===== src/rtl/switch_debouncer_pkg.sv =====
// Shared definitions for the push-button front end and the switch handler downstream.
// The one-hot request codes live here so both stages decode the same values.
package switch_debouncer_pkg;

    // Default geometry: three board buttons, 10 ms debounce at 50 MHz, 20 us tick.
    localparam int N_SW_DEF       = 3;
    localparam int DEB_CYCLES_DEF = 500000;
    localparam int TICK_DIV_DEF   = 1000;

    // One-hot request codes presented on the switches output (all-zero = no request).
    typedef enum logic [2:0] {
        SW_NONE = 3'b000,
        SW_0    = 3'b001,
        SW_1    = 3'b010,
        SW_2    = 3'b100
    } sw_code_e;

endpackage


===== src/rtl/switch_debounce_bit.sv =====
// One switch pin: two-flop synchroniser followed by a persistence counter.
// A synced level must differ from the accepted level for DEB_CYCLES consecutive
// cycles before it is accepted; any return to the accepted level restarts the count.
module switch_debounce_bit #(
    parameter int DEB_CYCLES = 4
) (
    input  logic clk,
    input  logic clr_n,
    input  logic raw_i,
    output logic clean_o
);

    localparam int            CW       = $clog2(DEB_CYCLES);
    localparam logic [CW-1:0] CNT_LAST = CW'(DEB_CYCLES - 1);

    logic          sync1_q;
    logic          sync2_q;
    logic [CW-1:0] cnt_q;
    logic [CW-1:0] cnt_d;
    logic          clean_q;
    logic          clean_d;

    // Plain two-flop chain; nothing may sit between the flops.
    // NOTE: sequential state uses non-blocking (<=) so every flop samples pre-edge values.
    always_ff @(posedge clk or negedge clr_n) begin
        if (!clr_n) begin
            sync1_q <= 1'b0;
            sync2_q <= 1'b0;
        end else begin
            sync1_q <= raw_i;
            sync2_q <= sync1_q;
        end
    end

    // Count consecutive differing cycles; accept on the DEB_CYCLES-th one.
    // NOTE: defaults first so no path leaves a variable unassigned (no inferred latch).
    always_comb begin
        cnt_d   = '0;
        clean_d = clean_q;
        if (sync2_q != clean_q) begin
            if (cnt_q == CNT_LAST) begin
                clean_d = sync2_q;
            end else begin
                cnt_d = cnt_q + 1'b1;
            end
        end
    end

    // Counter and accepted level; reset discards any debounce progress.
    always_ff @(posedge clk or negedge clr_n) begin
        if (!clr_n) begin
            cnt_q   <= '0;
            clean_q <= 1'b0;
        end else begin
            cnt_q   <= cnt_d;
            clean_q <= clean_d;
        end
    end

    assign clean_o = clean_q;

endmodule


===== src/rtl/switch_debouncer.sv =====
// Push-button front end: per-pin debounce, press (rising edge) detection, a
// request window that is consumed on every pulse_en tick, and a priority
// encoder that presents at most one one-hot request to the switch handler.
module switch_debouncer
    import switch_debouncer_pkg::*;
#(
    parameter int N_SW       = N_SW_DEF,
    parameter int DEB_CYCLES = DEB_CYCLES_DEF,
    parameter int TICK_DIV   = TICK_DIV_DEF
) (
    input  logic            clk,
    input  logic            clr_n,
    input  logic [N_SW-1:0] sw_raw,
    output logic [N_SW-1:0] sw_clean,
    output logic [N_SW-1:0] switches,
    output logic            pulse_en
);

    localparam int            TW        = $clog2(TICK_DIV);
    localparam logic [TW-1:0] TICK_LAST = TW'(TICK_DIV - 1);

    logic [TW-1:0]   tick_q;
    logic [TW-1:0]   tick_d;
    logic [N_SW-1:0] clean_dly_q;
    logic [N_SW-1:0] rise;
    logic [N_SW-1:0] hold_q;
    logic [N_SW-1:0] hold_d;

    for (genvar i = 0; i < N_SW; i++) begin : g_deb
        switch_debounce_bit #(
            .DEB_CYCLES (DEB_CYCLES)
        ) u_deb (
            .clk     (clk),
            .clr_n   (clr_n),
            .raw_i   (sw_raw[i]),
            .clean_o (sw_clean[i])
        );
    end

    // Tick fires while the divider sits on its last count.
    assign pulse_en = (tick_q == TICK_LAST);
    assign tick_d   = pulse_en ? '0 : tick_q + 1'b1;

    // Presses only; releases never raise a request.
    assign rise = sw_clean & ~clean_dly_q;

    // A tick consumes the window; a press on the tick cycle opens the next one.
    assign hold_d = pulse_en ? rise : (hold_q | rise);

    // Isolate the lowest set bit: bit 0 has the highest priority.
    assign switches = hold_q & (~hold_q + 1'b1);

    // Divider, edge-detect delay and request window.
    // NOTE: every flop here has an async reset; outputs are defined as soon as clr_n drops.
    always_ff @(posedge clk or negedge clr_n) begin
        if (!clr_n) begin
            tick_q      <= '0;
            clean_dly_q <= '0;
            hold_q      <= '0;
        end else begin
            tick_q      <= tick_d;
            clean_dly_q <= sw_clean;
            hold_q      <= hold_d;
        end
    end

endmodule


===== config.mk =====
export PLATFORM = sky130hd
export DESIGN_NAME = switch_debouncer
export DESIGN_NICKNAME = d
export VERILOG_FILES = /design/src/rtl/switch_debouncer_pkg.sv /design/src/rtl/switch_debounce_bit.sv /design/src/rtl/switch_debouncer.sv
export SDC_FILE = /design/constraint.sdc
export NUM_CORES = 1
export LEC_CHECK = 0
export ABC_AREA = 0
export CAP_MARGIN = 20
export CORE_UTILIZATION = 48
export DETAILED_ROUTE_END_ITERATION = 8
export DONT_BUFFER_PORTS = 1
export PLACE_DENSITY_LB_ADDON = 0.15
export SYNTH_ARGS = -nofsm -noshare
export SYNTH_HDL_FRONTEND = slang
export SYNTH_SLANG_ARGS = --single-unit

===== constraint.sdc =====
create_clock -name clk -period 2.85 [get_ports clk]
set_input_delay 0.57 -clock clk [delete_from_list [all_inputs] [get_ports clk]]
set_output_delay 0.57 -clock clk [all_outputs]
set_load 0.1 [all_outputs]

==> impl_metrics.toml <==
[global_route]
grt_pass1_vias = 2614
antenna_found_initial = 0
grt_max_degree = 83
grtUsageTotal_pct = 18.1
grt-ovfl-total = 0
grt_first_pass_wirelength_um = 12000

[clocking]
h-tree-depth = 3
cts_resized = 0
cts_buffers = 9
clk_pin_slew_ns = 0.08
post-cts-setup-buffer-count = 0
cts_root_buf = "clkbuf_8"
cts_hold_buf = 1
numClockSinks = 82
cts_buffer_depth = 2
cts_tree = "done"
clkLatencyLatePin_ns = 0.34

[place]
port_buffers = 0
dpl_cell_area_sq_um = 4010
gp_congestion = 0.759
hpwl_um = 4510

[synth]
avgSynthCellArea_sq_um = 10.1
synthTopCellsByArea = "dfrtp_1 53%, xnor2_1 5.9%, nor2_1 5.4%, xor2_1 4.5%, nand3_1 3.4%"
yosysTopAreaCell = "dfrtp_1"
ys_ff_latch = 82
synth_cells = 381
synthMuxAreaShare_pct = 0.876
synth_top_family_by_area = "simple AND/OR/NAND/NOR gates"
yosysMostFrequentCell = "dfrtp_1"
synth-simple-area-share_pct = 23.9
syn_nets = 390
synth-main-ff-cell = "dfrtp_1"
synth-compound-area-share_pct = 6.26
synthXorXnorAreaFrac_pct = 10.4
async_flop_share_pct = 100
yosysSeqAreaShare_pct = 53.2
synth_edf_count = 0
ys_types = 40
yosys_warnings = 0
synthAdderAreaFrac_pct = 1.30
netlist_top_cells_count = "82 x dfrtp_1, 55 x nor2_1, 26 x nand3_1, 26 x xnor2_1"
yosysTopAreaCellShare_pct = 53.2
netlist_area_sq_um = 3860

[cells_and_area]
nets = 399
antenna_cells = 0
fin_area_sq_um = 4230
drive_gt1_share_pct = 10.2
fillCellCount = 722
utilization_pct = 54.5
synthToLayoutAreaGrowth_pct = 9.70

[timing]
slew_headroom_pct = 65.7
rsz0062_at_grt = "false"
final_hold_viol_count = 0
fin_tns_setup_ns = 0
holdWs_ns = 0.108
report.final.setup_viol = 0
slew_viol_final = 0
fin_crit_ns = 2.60
timing.fmax_mhz = 385
fin_skew_ns = 0.00439
finalCritPeriodShare_pct = 91.1
tightestPinTransition_ns = 0.512

[detailed_routing]
ant_nets = 0
route.detailed.drc = 0
first_pass_iters = 4
vias = 2680
drtIter0Drc = 119
wl_per_cell_um = 13.8
wl_um = 6850
via_per_inst = 5.40

[outcome]
status = "complete, no violations"

[power]
peakVddDrop_mv = 0.313
cellPowerDensity_nw_per_um2 = 490
p_leak_nw = 1.73
report.power.total_mw = 2.07

[floorplanning]
start_util_pct = 49.7
die_w_um = 91.6
io_pins = 12
coreArea_sq_um = 7770
die_area_sq_um = 8400
row_count = 32
die_y_um = 91.6

[critical_path]
cp_max_fo = 10
worstRegToRegCells = 4
worst_ep_required_time_ns = 2.28
critPathBufInv = 1
cp_cell_sequence = "ha_1 -> nand3_1 -> nor3_1 -> and3_1 -> buf_12"
arrival_ns = 2.03
worstSetupPathType = "reg -> out"
endpoint_kind = "output port"
critPathTopFamily = "simple AND/OR/NAND/NOR gates"
cpPeakStageDelay_ns = 0.47
cp_slowest_cell = "and3_1"
startpoint_type = "flip-flop"
cp.depth = 5
r2r_slack_ns = 0.61

[run]
maxCapViolCount = 0

[min_path]
hold_path_class = "in -> async"
report_power, final:
part / switching [mW] / leakage [nW] / internal, mW
clock network: 0.394 / 0.0941 / 0.420
registers: 0.0141 / 1.11 / 1.18
logic: 0.0464 / 0.529 / 0.0204
through the flow:
stage | worst slack (ns) | cells
after floorplan | 0.259 | 381
after global placement | 0.686 | 480
after detailed placement | 0.610 | 480
after CTS | 0.220 | 496
after global routing | 0.103 | 496
final | 0.254 | 496
path summary, 6_finish.rpt:
path                                         start                        to
setup / recovery                         tick_q[0]                  pulse_en
hold / removal                               clr_n                 tick_q[2]
setup reg to reg           g_deb[2].u_deb.cnt_q[5]  g_deb[2].u_deb.cnt_q[15]
hold reg to reg             g_deb[1].u_deb.sync1_q    g_deb[1].u_deb.sync2_q
max in group asynchronous                    clr_n   g_deb[0].u_deb.cnt_q[7]
min in group clk                         sw_raw[2]    g_deb[2].u_deb.sync1_q
cell families after synthesis:
family / Yosys count
buffers and inverters: 33
and+or+nand+nor: 175
muxes: 3
adders and majority gates: 4
DFF: 82
xor gates and xnor gates: 46
AOI/OAI and AO/OA: 38
registers in the layout, indices dropped and copies added, names as in the netlist:
register / cells
g_deb.u_deb.cnt_q: 57
g_deb.u_deb.sync1_q: 3
g_deb.u_deb.clean_o: 3
tick_q: 10
hold_q: 3
g_deb.u_deb.sync2_q: 3
clean_dly_q: 3
cells in the final DEF, fill, tap and decap left out, drive strengths merged, types with 3 or more instances in the layout:
cell type | netlist | routed
nand2 | 20 | 20
o21ai | 9 | 9
mux2 | 3 | 3
xor2 | 20 | 20
and3 | 9 | 9
nor3 | 9 | 9
o22ai | 3 | 3
a21oi | 15 | 15
nand4 | 14 | 14
xnor2 | 26 | 26
nor2 | 55 | 55
o31ai | 7 | 7
or4 | 11 | 11
nand3 | 26 | 26
inv | 19 | 19
clkbuf | 8 | 10
buf | 6 | 12
or3 | 8 | 8
nor4 | 7 | 7
and4 | 4 | 4
and2 | 3 | 3
dfrtp | 82 | 82
ha | 4 | 4
metal layers:
layer,vias to the layer above,track usage [%],part of all wire [%]
met5,-,0,0
met4,0,5.82,0.72
met3,4,5.64,3.5
met2,32,27.6,45
met1,1308,24.7,50
li1,1336,-,-
worst register-to-register path, delay by kind of cell (launching register included):
kind	cells	cell delay (ns)
compound gates	2	0.55
flops	1	0.45
simple gates	2	1.11
area by class of cell:
| class | count | area (sq um) | share of cell area (%) |
|---|---|---|---|
| flip-flops and latches | 82 | 2050 | 48.5 |
| multi-input cells | 266 | 1670 | 39.4 |
| clock buffers | 10 | 138 | 3.25 |
| well taps | 102 | 128 | 3.02 |
| repair buffers | 12 | 123 | 2.90 |
| inverters | 19 | 71.3 | 1.69 |
| clock inverters | 5 | 55.1 | 1.30 |
Power figures use the tool's default switching activity.
